===== src/rtl/fft_band_pkg.sv =====
// fft_band_pkg: shared constants, types and helpers for the FFT band accumulator.
package fft_band_pkg;
  localparam int FFT_N = 1024;
  localparam int CYCLES_PER_FRAME = FFT_N / 2;
  localparam int USED_CYCLES = CYCLES_PER_FRAME / 2;
  localparam int DATA_W = 16;
  typedef enum logic {IDLE, CAPTURE} state_t;
  typedef logic [DATA_W-1:0] mag_t;
  // The most negative input has no positive twin, so it clamps to the largest positive value.
  function automatic mag_t sat_abs(input logic signed [DATA_W-1:0] x);
    return (x == {1'b1, {(DATA_W-1){1'b0}}}) ? {1'b0, {(DATA_W-1){1'b1}}} :
           x[DATA_W-1] ? mag_t'(-x) : mag_t'(x);
  endfunction
endpackage


===== src/rtl/fft_mag_approx.sv =====
// fft_mag_approx: 2-stage saturating abs plus alpha-max-beta-min magnitude of one complex word.
module fft_mag_approx
  import fft_band_pkg::*;
(
  input  logic                     clk,
  input  logic                     reset,
  input  logic                     flush,
  input  logic                     in_valid,
  input  logic signed [DATA_W-1:0] re,
  input  logic signed [DATA_W-1:0] im,
  output logic                     out_valid,
  output mag_t                     mag
);
  mag_t abs_re, abs_im, mx, mn;
  logic v_q;
  always_comb begin
    mx = (abs_re > abs_im) ? abs_re : abs_im;
    mn = (abs_re > abs_im) ? abs_im : abs_re;
  end
  always_ff @(posedge clk) begin
    if (reset || flush) begin
      v_q       <= 1'b0;
      out_valid <= 1'b0;
    end else begin
      v_q       <= in_valid;
      out_valid <= v_q;
    end
  end
  // Largest result is 32767 + 16383, which still fits the 16-bit magnitude.
  always_ff @(posedge clk) begin
    abs_re <= sat_abs(re);
    abs_im <= sat_abs(im);
    mag    <= mx + (mn >> 1);
  end
endmodule


===== src/rtl/fft_band_accum.sv =====
// fft_band_accum: per-bin magnitude averaged into linear bands, held set read through a registered port.
// Define FFT_BAND_DC_REJECT_EN to zero the bin 0 magnitude before accumulation.
module fft_band_accum #(
  parameter int DATA_W     = 16,
  parameter int BAND_SHIFT = 5,
  parameter int BAND_IDX_W = $clog2(512 >> BAND_SHIFT)
) (
  input  logic                     clk,
  input  logic                     reset,
  input  logic                     next_out,
  input  logic signed [DATA_W-1:0] Y0,
  input  logic signed [DATA_W-1:0] Y1,
  input  logic signed [DATA_W-1:0] Y2,
  input  logic signed [DATA_W-1:0] Y3,
  input  logic [BAND_IDX_W-1:0]    rd_band,
  output logic [DATA_W-1:0]        rd_val,
  output logic                     frame_done,
  output logic                     overrun
);
  import fft_band_pkg::*;
  localparam int NUM_BANDS = 512 >> BAND_SHIFT;
  localparam int ACC_W = 16 + BAND_SHIFT;
  state_t state, state_n;
  logic [8:0] c, c_n;
  logic in_cap, push, abort;
  logic [7:0] idx1, idx2;
  logic v_a, v_b, v, commit;
  mag_t mag_a, mag_b, mag_a_eff;
  logic [ACC_W-1:0] sum;
  logic [BAND_IDX_W-1:0] band;
  logic [ACC_W-1:0] acc [NUM_BANDS];
  logic [ACC_W-1:0] acc_n [NUM_BANDS];
  logic [DATA_W-1:0] held [NUM_BANDS];
  always_ff @(posedge clk) begin
    if (reset) begin
      state <= IDLE;
      c     <= '0;
    end else begin
      state <= state_n;
      c     <= c_n;
    end
  end
  // A new next_out always restarts the count; only its timing decides whether it is an abort.
  always_comb begin
    state_n = next_out ? CAPTURE : (state == CAPTURE && c == 9'(CYCLES_PER_FRAME - 1)) ? IDLE : state;
    c_n     = next_out ? '0 : (state == CAPTURE) ? c + 9'd1 : c;
  end
  always_comb begin
    in_cap = (state == CAPTURE) && (c < 9'(USED_CYCLES));
    push   = in_cap && !next_out;
    abort  = in_cap && next_out;
  end
  always_ff @(posedge clk) begin
    idx1 <= c[7:0];
    idx2 <= idx1;
  end
  fft_mag_approx u_mag_a (
    .clk(clk), .reset(reset), .flush(abort), .in_valid(push),
    .re(Y0), .im(Y1), .out_valid(v_a), .mag(mag_a)
  );
  fft_mag_approx u_mag_b (
    .clk(clk), .reset(reset), .flush(abort), .in_valid(push),
    .re(Y2), .im(Y3), .out_valid(v_b), .mag(mag_b)
  );
  // The first bin pair of a frame overwrites rather than adds, so stale sums never leak in.
  always_comb begin
`ifdef FFT_BAND_DC_REJECT_EN
    mag_a_eff = (idx2 == 8'd0) ? '0 : mag_a;
`else
    mag_a_eff = mag_a;
`endif
    v      = v_a & v_b;
    commit = v && (idx2 == 8'(USED_CYCLES - 1));
    sum    = ACC_W'(mag_a_eff) + ACC_W'(mag_b);
    band   = BAND_IDX_W'(idx2 >> (BAND_SHIFT - 1));
    for (int b = 0; b < NUM_BANDS; b++)
      acc_n[b] = ((idx2 == 8'd0) ? '0 : acc[b]) + ((band == BAND_IDX_W'(b)) ? sum : '0);
  end
  always_ff @(posedge clk) begin
    if (reset) begin
      for (int b = 0; b < NUM_BANDS; b++) begin
        acc[b]  <= '0;
        held[b] <= '0;
      end
      frame_done <= 1'b0;
      overrun    <= 1'b0;
      rd_val     <= '0;
    end else begin
      frame_done <= commit;
      overrun    <= overrun | abort;
      rd_val     <= held[rd_band];
      for (int b = 0; b < NUM_BANDS; b++) begin
        acc[b] <= abort ? '0 : v ? acc_n[b] : acc[b];
        if (commit) held[b] <= DATA_W'(acc_n[b] >> BAND_SHIFT);
      end
    end
  end
endmodule

===== config.mk =====
export PLATFORM = sky130hd
export DESIGN_NAME = fft_band_accum
export DESIGN_NICKNAME = d
export VERILOG_FILES = /design/src/rtl/fft_band_pkg.sv /design/src/rtl/fft_mag_approx.sv /design/src/rtl/fft_band_accum.sv
export SDC_FILE = /design/constraint.sdc
export NUM_CORES = 2
export LEC_CHECK = 0
export ABC_CLOCK_PERIOD_IN_PS = 9750
export BUFFER_PORTS_ARGS = -buffer_cell sky130_fd_sc_hd__buf_2
export CAP_MARGIN = 20
export CORE_MARGIN = 3
export CORE_UTILIZATION = 35
export CTS_BUF_LIST = sky130_fd_sc_hd__clkbuf_8
export DETAILED_ROUTE_END_ITERATION = 16
export PLACE_DENSITY_LB_ADDON = 0.08
export SLEW_MARGIN = 20
export SYNTH_ARGS = -nofsm -noshare
export SYNTH_HDL_FRONTEND = slang
export SYNTH_SLANG_ARGS = --single-unit

===== constraint.sdc =====
create_clock -name clk -period 9.75 [get_ports clk]
set_input_delay 1.4625 -clock clk [delete_from_list [all_inputs] [get_ports clk]]
set_output_delay 1.4625 -clock clk [all_outputs]
set_load 0.05 [all_outputs]

Word level (Yosys, flattened, before mapping)

Memories as Yosys holds them, arrays and structs flattened. A register that Yosys moved wholly into a read port is not among the register bits.
Cells that the tools add are included.

Bits of input ports: 71
Memory bits (writable): 592
Register bits after elaboration: 126
Memories kept: 2

Eq/ne operators: 21
Bitwise logic cells: 37
Reductions and logical operators: 15
$add $sub $neg: 24
$lt $le $gt $ge: 3
Muxes and demuxes: 112

Memory list:

| memory | depth | bits a word | rd ports | clocked after Yosys merged registers in | wr ports | line                 | source |
|---|---|---|---|---|---|---|---|
| acc    | 16    | 21          | 16       | 0                                       | 16       | fft_band_accum.sv:31 | `logic [ACC_W-1:0] acc [NUM_BANDS];` |
| held   | 16    | 16          | 1        | 1                                       | 16       | fft_band_accum.sv:33 | `logic [DATA_W-1:0] held [NUM_BANDS];` |

Operators by type and width:

| cell                                          | number |
|---|---|
| 2-to-1 mux 21 bit                             | 64 |
| adder 21 x 17 -> 21 bit                       | 16 |
| 2-to-1 mux 16 bit                             | 20 |
| 2-to-1 mux 17 bit                             | 16 |
| == test 16 bit, second input constant         | 4 |
| negation 16 bit                               | 4 |
| 2-to-1 mux 15 bit                             | 4 |
| bitwise OR 1 bit                              | 33 |
| adder 16 x 15 -> 16 bit                       | 2 |
| == test 4 bit, second input constant          | 8 |
| greater-than comparator 16 bit                | 2 |
| adder 16 x 16 -> 17 bit                       | 1 |
| == test 4 x 3 -> 1 bit, second input constant | 4 |
| OR reduction 2 bit                            | 5 |
| adder 9 x 1 -> 9 bit, second input constant   | 1 |
| == test 9 bit, second input constant          | 1 |
| < comparator 9 bit, second input constant     | 1 |
| == test 4 x 2 -> 1 bit, second input constant | 2 |
| == test 8 bit, second input constant          | 1 |
| zero test 8 bit                               | 1 |
| 2-to-1 mux 1 bit                              | 8 |
| logical AND 1 bit                             | 5 |
| == test 4 x 1 -> 1 bit, second input constant | 1 |
| zero test 4 bit                               | 1 |
| 4 further kinds                               | 7 |

Logic depth before layout (Yosys ltp)

Word-level depth: 6
Mapped depth: 25

Hierarchy

From an unflattened synthesis, not the netlist that was laid out.

Cell total of the unflattened synthesis: 5640
Area total of the unflattened synthesis: 48649.2 µm²

Modules (own cells, without submodules):

| module                    | cells each | times used | area each (µm²) |
|---|---|---|---|
| fft_band_accum            | 4898       | 1          | 42036.6 |
| fft_mag_approx at u_mag_a | 378        | 1          | 3335.7 |
| fft_mag_approx at u_mag_b | 364        | 1          | 3276.9 |

Worst setup path after synthesis

OpenSTA, ideal clock, no wires.

Path type: in2reg
Start point: input reset
End point: memory held[0][0], enable pin
Stages on the path: 4
Path buffers: 3
Data arrival time: 8.408 ns
Setup slack: 0.679 ns
Path through: clkbuf_1 clkbuf_1 clkbuf_1 nand2b_1

RTL lines:

| element            | line                 | source |
|---|---|---|
| start: declaration | fft_band_accum.sv:9  | `input logic reset,` |
| end: declaration   | fft_band_accum.sv:33 |  |

==> results_dict.tcl <==
set metrics [dict create \
    design_area_sq_um 52340 \
    min_path_cells 0 \
    yosysTopAreaCellShare_pct 20.29 \
    grt_max_degree 156 \
    die_h_microns 373.1 \
    p_per_area_nw_per_um2 192.9 \
    pwr-share-clk_pct 30.8 \
    synth_commonest_cells "nor2_1, dfxtp_1, ha_1" \
    synth.most_common_cell "nor2_1" \
    yosysSeqAreaShare_pct 36.58 \
    syn2layout_area_growth_pct 10.95 \
    hold_path.class "flip-flop to flip-flop" \
    crit_type "flip-flop to flip-flop" \
    async_reset_ff_share_pct 0 \
    cpLargestDelayFamily "compound AO/OA/AOI/OAI gates" \
    synth_largest_area_cell "dfxtp_1" \
    overflow 0 \
    syn_inst 5252 \
    drive_above_1_share_pct 9.469 \
    drt-vias-per-instance 5.234 \
    root_buffer "clkbuf_8" \
    num-fill-cells 13550 \
    crit_fanout 16 \
    r2r-start "u_mag_a.mag[0]$_DFF_P_" \
    cts_setup_buffers 0 \
    fin_crit_sh_pct 58.42 \
    ys_ff_latch 734 \
    multi_input_area_sq_um 28520 \
    holdWs_ns 0.3250 \
    crit_path_cell_trace "ha_1 -> fa_1 -> a21o_1 -> a21oi_1 -> o21bai_1 -> a21o_1 -> a31o_2 -> a21o_1 -> a21oi_1 -> xor2_2 -> buf_4 -> nor2_1 -> ha_1 -> inv_1 -> o21ai_0 -> a21oi_1 -> a21boi_0 -> o22ai_1 -> o21ai_0 -> o21ai_0 -> a22oi_1 -> nor2_1" \
    p_int_mw 5.992 \
    max-vdd-ir-drop_v 0.0003183 \
    synthesis.nets 5698 \
    drtIter0Drc 2385 \
    finalNetCount 5732 \
    worst_skew_pair.late_latency_ns 0.88 \
    rsz0062_at_grt "false" \
    combPwrFrac_pct 35.7 \
    cts_buffers 146 \
    swShare_pct 40.66 \
    critPathCaptureType "flip-flop" \
    clk_pin_slew_ns 0.06 \
    dr.pass1.iters 5 \
    register_area_sq_um 17260 \
    cts_max_level 4 \
    placementRows 134 \
    cp.depth 22 \
    syn_area_sq_um 47170 \
    gp_congestion 0.8320 \
    postSynthAreaPerCell_sq_um 8.981 \
    worstSetupStartpoint "u_mag_a.mag[0]$_DFF_P_" \
    synthDistinctLibCells 79 \
    fmax_mhz 175.6 \
    leakage_nw 22.10 \
    start_util_pct 35.30 \
    wl_per_cell_microns 20.27 \
    setup_tns_ns 0 \
    start_kind "flip-flop" \
    tightest_slew_ns 1.055 \
    path_buf_inv 2 \
    slowest_stage "o21ai_0" \
    skew_ns 0.03414 \
    r2r_cells 22 \
    max_cap_violations 0 \
    cts_resized 0 \
    postRouteAntennaNets 0 \
    netlist_top_cells_area "dfxtp_1, edfxtp_1, ha_1" \
    slew_violations 0 \
    cp_slowest_stage_delay_ns 0.46 \
    grt_pass1_vias 36580 \
    wl_microns 145500 \
    relSlewSlack_pct 29.52 \
    yosys_warnings 0 \
    p_sw_mw 4.106 \
    synth_edf_count 256 \
    grt_pass1_wl_microns 223400 \
    crit_required_ns 10.48 \
    synthFlopType "dfxtp_1" \
    cts.sinks 734 \
    cts_max_path_buffers 3 \
    fp.dieW_microns 373.1 \
    hold_violations 0 \
    worst_ep_arrival_time_ns 6.43 \
    min_from "idx1[7]$_DFF_P_" \
    grtUsageTotal_pct 20.67 \
    core_area_sq_um 133600 \
    pwr-share-seq_pct 33.5 \
    drc 0 \
    outcome "completed" \
    hold_buffers 0 \
    finalPower_mw 10.10 \
    setup_viol 0 \
    dieArea_sq_um 139200 \
    post_dp_cell_area_sq_um 49490 \
    port-buffer-count 88 \
    cts_tree "yes" \
    pin_count 89 \
    place_hpwl_microns 99130 \
    finalCriticalPeriod_ns 5.696 \
    antenna_found_initial 6 \
    vias 37580 \
]
## cells by family (layout without fill, tap and decap cells)
family / Yosys count / after routing / synth area share (%)
buffers and inverters: 412 / 567 / 3.292
XOR/XNOR: 339 / 339 / 6.294
multiplexers: 282 / 282 / 8.188
AND/OR/NAND/NOR: 2046 / 2046 / 20.84
adder cells (fa/ha/maj): 375 / 375 / 10.25
flip-flops: 734 / 734 / 36.58
other: 0 / 5 / 0
AO/OA/AOI/OAI: 1064 / 1064 / 14.55
## layout by cell type, fill, tap and decap left out, types with 17 or more instances in the layout
| cell | synthesis | layout |
|---|---|---|
| o22ai_1 | 18 | 18 |
| a211oi_1 | 64 | 64 |
| nand2b_1 | 28 | 27 |
| nor3_1 | 79 | 79 |
| o31ai_1 | 26 | 26 |
| a21o_1 | 147 | 146 |
| buf_2 | 5 | 85 |
| nor4_1 | 17 | 17 |
| nand4_1 | 53 | 53 |
| buf_4 | 0 | 59 |
| and3_1 | 46 | 46 |
| mux2i_1 | 171 | 171 |
| a31oi_1 | 46 | 46 |
| a21oi_1 | 277 | 275 |
| dfxtp_1 | 478 | 477 |
| mux4_2 | 80 | 80 |
| inv_1 | 151 | 214 |
| clkbuf_8 | 0 | 168 |
| xnor2_1 | 173 | 166 |
| xor2_1 | 166 | 159 |
| o21bai_1 | 31 | 31 |
| and2_1 | 354 | 353 |
| nand2_1 | 331 | 329 |
| edfxtp_1 | 256 | 256 |
| nor2_1 | 799 | 799 |
| o21a_1 | 56 | 56 |
| fa_1 | 19 | 19 |
| mux2_2 | 31 | 31 |
| or3_1 | 42 | 42 |
| ha_1 | 356 | 356 |
| nor2b_1 | 145 | 145 |
| nand3_1 | 98 | 98 |
| o21ai_0 | 227 | 227 |
## per-layer routing
metal | up-vias | wire length [microns] | track usage, %
met1 | 17830 | 70390 | 29.25
li1 | 18710 | - | -
met4 | 0 | 3705 | 5.907
met5 | - | 0 | 0
met3 | 192 | 6994 | 3.205
met2 | 851 | 64450 | 32.56
## per-stage QoR
| step | cells | setup slack, ns | util [%] |
|---|---|---|---|
| after CTS | 7175 | 4.042 | 39.16 |
| final | 7180 | 4.054 | 39.17 |
| after detailed placement | 6906 | 4.038 | 37.04 |
| after global placement | 6906 | 3.993 | 37.04 |
| after floorplan | 5252 | 0.6786 | - |
| after global routing | 7177 | 3.507 | 39.16 |
## flip-flops by register name (all words and copies together), names as in the netlist
signal and count:
u_mag_b.out_valid 1, rd_val 16, u_mag_b.abs_im 16, overrun 1, u_mag_a.abs_im 16, held 256
u_mag_b.abs_re 16, state 1, idx1 8, u_mag_b.v_q 1, frame_done 1, u_mag_a.abs_re 16
c 9, u_mag_a.mag 16, idx2 8, u_mag_b.mag 16, acc 336
## power by group through the flow
stage,Sequential (mW),Clock [mW],Combinational (mW)
final,3.38,3.11,3.61
after global routing,3.40,3.36,3.89
after CTS,3.39,3.23,3.69
after detailed placement,3.45,0,3.69
after global placement,3.45,0,3.67
after floorplan,3.45,0,1.90
## final cells by class
cell class                 instances  area share, %
antenna                            5        0.02391
clock buffer                     168          4.418
clock inverter                   101         0.9945
inverter                         151          1.088
multi-input combinational       4106          54.50
sequential                       734          32.98
tap                             1768          4.227
timing repair buffer             147          1.774
## path summary, 6_finish.rpt
kind,slack [ns],to
worst max register to register,4.05,acc[0][293]$_SDFFE_PP0P_
worst min-delay path,0.32,idx2[7]$_DFF_P_
worst max-delay path,4.05,acc[0][293]$_SDFFE_PP0P_
worst min register to register,0.32,idx2[7]$_DFF_P_
No activity file was read; power rests on OpenSTA's default activity.
